$ cat config.mk
export PLATFORM = sky130hd
export DESIGN_NAME = move_step_unit
export DESIGN_NICKNAME = d
export VERILOG_FILES = /design/src/rtl/move_step_unit.sv
export SDC_FILE = /design/constraint.sdc
export NUM_CORES = 1
export LEC_CHECK = 0
export BUFFER_PORTS_ARGS = -buffer_cell sky130_fd_sc_hd__buf_4
export CORE_AREA = 4 4 41 43
export DETAILED_ROUTE_END_ITERATION = 7
export DIE_AREA = 0 0 45 47
export GPL_ROUTABILITY_DRIVEN = 0
export GPL_TIMING_DRIVEN = 1
export PLACE_DENSITY_LB_ADDON = 0.2
export SLEW_MARGIN = 20
export SYNTH_ARGS = -nofsm -noshare
export SYNTH_HDL_FRONTEND = slang
export SYNTH_SLANG_ARGS = --single-unit
$ cat constraint.sdc
create_clock -name clk -period 1.5 [get_ports clk]
set_input_delay 0.15 -clock clk [delete_from_list [all_inputs] [get_ports clk]]
set_output_delay 0.15 -clock clk [all_outputs]
set_load 0.02 [all_outputs]
$ cat src/rtl/move_step_unit.sv
// Coordinate stepper (+1/-1 on a selected axis with grid-exit detection)
// plus a small loadable direction counter with terminal count.
module move_step_unit #(
    parameter int unsigned COORD_W = 4,
    parameter int unsigned CNT_W   = 2
) (
    input  logic               clk,
    input  logic               rst,
    input  logic [COORD_W-1:0] cur_x,
    input  logic [COORD_W-1:0] cur_y,
    input  logic               adder_sel,
    input  logic               inc_dec_sel,
    input  logic               ld_counter,
    input  logic               inc_counter,
    input  logic [CNT_W-1:0]   counter_ld_val,
    output logic [COORD_W-1:0] adder_res,
    output logic               cout,
    output logic               out_of_range,
    output logic [CNT_W-1:0]   counter_val,
    output logic               co
);

    localparam int unsigned SUM_W = COORD_W + 1;

    logic [COORD_W-1:0] operand;
    logic [COORD_W-1:0] step;
    logic [SUM_W-1:0]   sum;

    // Decrement is an add of all-ones; carry set means no borrow occurred.
    always_comb begin
        operand      = adder_sel ? cur_x : cur_y;
        step         = inc_dec_sel ? COORD_W'(1) : {COORD_W{1'b1}};
        sum          = SUM_W'(operand) + SUM_W'(step);
        adder_res    = sum[COORD_W-1:0];
        cout         = sum[COORD_W];
        out_of_range = inc_dec_sel ? cout : ~cout;
    end

    always_ff @(posedge clk) begin
        if (rst) begin
            counter_val <= '0;
        end else if (ld_counter) begin
            counter_val <= counter_ld_val;
        end else if (inc_counter) begin
            counter_val <= counter_val + CNT_W'(1);
        end
    end

    assign co = &counter_val;

endmodule

==> impl_metrics.csv, run 1 <==
group,metric,value,unit
timing,worst_pin_slew,0.324,ns
drt,wl_per_cell,11.4,um
power,finalPower,0.505,mW
worst_setup_path,crit_slowest_cell,"or4b_1",
final_layout,reg_top3,"counter_val x2",
floorplanning,core_area,1300,um2
global_routing,grtUsageTotal,0.100,
worst_setup_path,start_kind,"primary input",
placement,place_ws,-0.347,ns
worst_setup_path,criticalPathCategory,"in2out",
floorplanning,die_y,47,um
timing,relSlewSlack,0.781,
final_layout,largest_register,"counter_val",
yosys,synth-seq-cells,2,
yosys,yosysWarnings,0,
placement,dp_cells,78,
timing,finalCritPeriodShare,1.20,
clocking,cts_buffers,3,
power,peakVddDrop,455,uV
final_layout,area_delta_synth_final,127,%
timing,fin_hold_ws,0.0918,ns
clocking,cts.clk_slew.worst_paths,0.03,ns
worst_hold_path,hold_start,"rst",
clocking,clk_latency,0.22,ns
final_layout,largest_reg_flops,2,
global_routing,grt_max_degree,6,
global_routing,grt_pass1_vias,378,
drt,drt-pass1-iter-count,2,
drt,viasPerCell,4.47,
timing,setup_viol,4,
timing,hold_violations,0,
timing,report.final.slew_viol_count,0,
floorplanning,die-width,45,um
final_layout,final_common_cell,"buf_4",
yosys,synth_cell_types,19,
drt,drcViolationCount,0,
worst_setup_path,cp_cell_sequence,"buf_8 -> mux2_4 -> ha_4 -> inv_4 -> or4b_1 -> o211ai_1 -> buf_4",
final_layout,drive_gt1_frac,0.735,
power,p_leak,0.341,nW
worst_setup_path,r2r-start,"counter_val[0]",
yosys,seq_area_frac_synth,0.132,
drt,dr.first_iter.drc_count,2,
worst_setup_path,critPathMaxStageDelay,0.50,ns
floorplanning,initial_core_util,0.233,
clocking,cts_tree,"done",
power,p_per_area,733,nW/um2
timing,fin_ws,-0.295,ns
timing,rsz0062_at_grt,"yes",
outcome,violations,"negative setup slack",
floorplanning,io_pins,25,
final_layout,finalNetCount,91,
clocking,ctsHoldBuffers,0,
global_routing,grt_first_pass_wirelength,1.57,mm
drt,num_vias,371,
clocking,clock-sinks,2,
yosys,syn_inst,31,
worst_setup_path,crit_buf_inv,3,
yosys,avgSynthCellArea,9.77,um2
outcome,status,"finished, violations left",
worst_setup_path,crit_arrival,1.65,ns
final_layout,final_cell_mix,"buf_4, mux2_2, ha_1, clkbuf_4, buf_6",
worst_setup_path,crit_required,1.35,ns
floorplanning,die_area,2120,um2
final_layout,fillers,122,
global_routing,grt_overflow_total,0,
timing,fin_crit,1.80,ns
clocking,cts_root_buf,"clkbuf_4",
clocking,cts_max_level,1,
worst_setup_path,worst-path-max-fanout,4,
worst_hold_path,hp-class,"in2reg",
clocking,cts_buffer_depth,2,
drt,ant_nets,0,
final_layout,insertedDiodeCount,0,
timing,fin_worst_skew,0.00633,ns
floorplanning,fp-row-count,13,
worst_setup_path,worst_setup_path_end_kind,"output port",
timing,timing.fmax,557,MHz
global_routing,antenna_found_initial,0,
drt,wl,943,um
placement,hpwl,827,um
worst_setup_path,cp-startpoint,"adder_sel",
flow_run,maxCapViolations,0,
final_layout,fin_cells,83,
yosys,syn-num-nets,52,
placement,io_buffers,24,
worst_setup_path,cpLargestDelayFamily,"simple AND/OR/NAND/NOR gates",
yosys,syn_area,303,um2
==> kinds of logic after synthesis <==
logic type	count (synthesis)	share of synthesized area
AO/OA/AOI/OAI	4	0.0950
flip-flops	2	0.132
AND/OR/NAND/NOR	7	0.157
buffers and inverters	3	0.0372
XOR/XNOR	3	0.0868
multiplexers	7	0.260
adder cells (fa/ha/maj)	5	0.231
==> worst paths after layout <==
path	to	slack, ns	depth (start not counted)
worst max-delay path	adder_res[3]	-0.30	7
worst min register to register	counter_val[0]	0.65	3
worst max register to register	counter_val[1]	0.34	4
worst min-delay path	counter_val[0]	0.09	2
==> through the flow <==
step                       util  TNS, ns  cell area (um2)
after global placement    0.486   -0.870              632
final                     0.529   -0.725              688
after CTS                 0.529   -0.773              688
after detailed placement  0.486   -0.933              632
after floorplan               -   -0.230              373
after global routing      0.529   -0.936              688
==> layer usage <==
metal	routed length (um)	track usage	vias up
li1	-	-	192
met1	372	0.103	158
met2	447	0.189	21
met3	123	0.0575	0
met4	0	0	0
met5	0	0	-
==> worst reg2reg max path, stage by stage (launching register included) <==
cell     delay [ns]
dfxtp_1        0.32
ha_1           0.28
mux2_2         0.25
mux2i_1        0.13
nor2_1         0.05
==> what timing repair did <==
item | 4_1_cts | 5_1_grt
endpoints found under the setup margin | 4 | 4
pin swaps | 5 | 2
setup buffers | 2 | 0
endpoints found under the hold margin | 0 | 0
resized for setup | 5 | 0
==> cell type report <==
| type | instances | area (um2) | share of cell area |
|---|---|---|---|
| clock buffers | 3 | 22.5 | 0.0327 |
| repair buffers | 34 | 274 | 0.398 |
| flip-flops and latches | 2 | 40.0 | 0.0582 |
| well taps | 15 | 18.8 | 0.0273 |
| multi-input cells | 26 | 319 | 0.464 |
| inverters | 3 | 13.8 | 0.0200 |
==> Yosys cell counts <==
master,number,area share
ha_1,4,0.17
mux2_2,4,0.15
inv_1,3,0.037
dfxtp_1,2,0.13
mux2i_1,2,0.066
nor2_1,2,0.025
xor2_1,2,0.058
a2111oi_0,1,0.029
a21oi_1,1,0.017
and3b_1,1,0.029
fa_1,1,0.066
mux2i_2,1,0.045
nand3_1,1,0.017
nor3b_1,1,0.025
nor4b_1,1,0.029
o211ai_1,1,0.025
o21bai_1,1,0.025
or4b_1,1,0.033
xnor2_1,1,0.029
==> power breakdown <==
part | leakage, nW | switching [mW] | internal [mW]
Combinational | 0.311 | 0.142 | 0.184
Sequential | 0.0166 | 0.00430 | 0.0584
Clock | 0.0138 | 0.0282 | 0.0881
Total | 0.341 | 0.174 | 0.331
(Power assumes the default switching activity.)
==> run 2, diff against run 1 <==
Settings changed: BUFFER_PORTS_ARGS -buffer_cell sky130_fd_sc_hd__buf_4 to -buffer_cell sky130_fd_sc_hd__clkbuf_2.
==> run 2 against run 1 <==
Compared with the run above:
- the run still ends with negative setup slack left
- via count is the same
- utilization shrank 0.48 points
- non-clock buffer count shrank 1
- clock skew down 0.0019 ns
- critical path type unchanged
- largest cell class unchanged
- largest power group unchanged
==> impl_metrics.csv, run 2 (synthesis results as in run 1) <==
group,metric,value,unit
outcome,status,"finished, violations left",
outcome,violations,"negative setup slack",
timing,rsz0062_at_grt,"yes",
power,finalPower,0.513,mW
final_layout,utilization,0.524,
placement,place_ws,-0.366,ns
global_routing,busiest_layer,"met2",
floorplanning,die_area,2120,um2
drt,num_vias,371,
final_layout,reg_top3,"counter_val x2",
drt,dr.first_iter.drc_count,3,
clocking,clock-sinks,2,
floorplanning,die-width,45,um
final_layout,area_delta_synth_final,125,%
drt,drt-pass1-iter-count,2,
clocking,cts.clk_slew.worst_paths,0.03,ns
power,intPower,0.330,mW
final_layout,fin_cells,82,
global_routing,grt_overflow_total,0,
timing,finalCritPeriodShare,1.23,
timing,worst_pin_slew,0.347,ns
clocking,cts_tree,"done",
placement,io_buffers,24,
floorplanning,core_area,1300,um2
global_routing,grtUsageMet1,0.0932,
global_routing,grt_first_pass_wirelength,1.37,mm
power,clock_power_share,0.225,
final_layout,drive_gt1_frac,0.791,
timing,hold_violations,0,
placement,hpwl,746,um
final_layout,insertedDiodeCount,0,
timing,fin_crit,1.84,ns
drt,ant_nets,0,
worst_setup_path,crit_buf_inv,2,
worst_setup_path,criticalPathCategory,"in2out",
global_routing,grt_max_degree,6,
power,p_leak,0.330,nW
global_routing,grt_use_met3,0.0575,
clocking,cts_buffers,3,
timing,report.final.slew_viol_count,0,
power,p_seq_frac,0.122,
final_layout,fillers,122,
timing,fin_hold_ws,0.108,ns
global_routing,grt.met2_usage,0.164,
clocking,cts_buffer_depth,2,
final_layout,largest_register,"counter_val",
worst_setup_path,worst-path-max-fanout,4,
global_routing,antenna_found_initial,0,
floorplanning,die_y,47,um
worst_setup_path,crit_arrival,1.69,ns
power,peakVddDrop,441,uV
floorplanning,fp-row-count,13,
timing,relSlewSlack,0.768,
global_routing,grt_pass1_vias,368,
drt,drcViolationCount,0,
worst_setup_path,crit_required,1.35,ns
worst_setup_path,cp_cell_sequence,"buf_8 -> mux2_4 -> ha_4 -> and3b_2 -> a2111oi_4 -> o211ai_1 -> buf_4",
floorplanning,initial_core_util,0.233,
final_layout,finalNetCount,90,
final_layout,final_cell_mix,"clkbuf_2, buf_4, mux2_2, clkbuf_4",
worst_setup_path,crit_slowest_cell,"a2111oi_4",
worst_setup_path,start_kind,"primary input",
flow_run,maxCapViolations,0,
power,switching_share,0.356,
drt,viasPerCell,4.52,
final_layout,final_common_cell,"clkbuf_2",
worst_hold_path,hp-class,"in2reg",
power,p_sw,0.183,mW
drt,wl_per_cell,11.0,um
timing,timing.fmax,543,MHz
timing,fin_ws,-0.341,ns
power,p_comb_frac,0.653,
floorplanning,io_pins,25,
global_routing,grtUsageTotal,0.0900,
clocking,cts_root_buf,"clkbuf_4",
worst_setup_path,cpLargestDelayFamily,"compound AO/OA/AOI/OAI gates",
timing,fin_worst_skew,0.00441,ns
worst_setup_path,critPathMaxStageDelay,0.32,ns
drt,wl,898,um
worst_setup_path,worst_setup_path_end_kind,"output port",
power,p_per_area,752,nW/um2
clocking,cts_max_level,1,
placement,dp_cells,77,
clocking,clk_latency,0.22,ns
timing,setup_viol,4,
final_layout,largest_reg_flops,2,
run 2: worst paths after layout:
kind	startpoint	endpoint	slack, ns	cells past startpoint
worst max-delay path	adder_sel	adder_res[3]	-0.34	7
worst min-delay path	rst	counter_val[0]	0.11	2
worst max register to register	counter_val[0]	counter_val[1]	0.34	4
worst min register to register	counter_val[0]	counter_val[0]	0.66	3
run 2: metal layers:
layer  wire [um]  part of all wire  vias to the layer above
met1         349              0.39                      161
met2         415              0.46                       21
met4           0                 0                        0
met3         133              0.15                        0
met5           0                 0                        -
li1            -                 -                      189
run 2: layout make-up:
cell class | instances | area, um2 | share of cell area
clock buffers | 3 | 22.5 | 0.0330
repair buffers | 33 | 225 | 0.330
flip-flops and latches | 2 | 40.0 | 0.0587
inverters | 3 | 13.8 | 0.0202
well taps | 15 | 18.8 | 0.0275
multi-input cells | 26 | 362 | 0.530
run 2: what timing repair did:
action | in CTS | in global routing
resized for setup | 6 | 11
buffers inserted | 2 | 0
pin swaps | 4 | 4
hold buffers | 0 | 0
setup endpoints to repair | 5 | 5
endpoints found under the hold margin | 0 | 0
run 2: power groups by stage:
stage                     clock, mW  combinational (mW)  sequential (mW)
final                         0.115               0.335           0.0626
after global routing          0.128               0.363           0.0637
after CTS                     0.121               0.304           0.0630
after detailed placement          0               0.272           0.0636
after global placement            0               0.272           0.0634
after floorplan                   0               0.173           0.0683
run 2: metrics by stage:
stage | area [um2] | setup TNS, ns
after global placement | 564 | -1.08
after detailed placement | 564 | -1.11
after CTS | 633 | -0.964
after floorplan | 373 | -0.230
final | 682 | -0.741
after global routing | 682 | -0.993
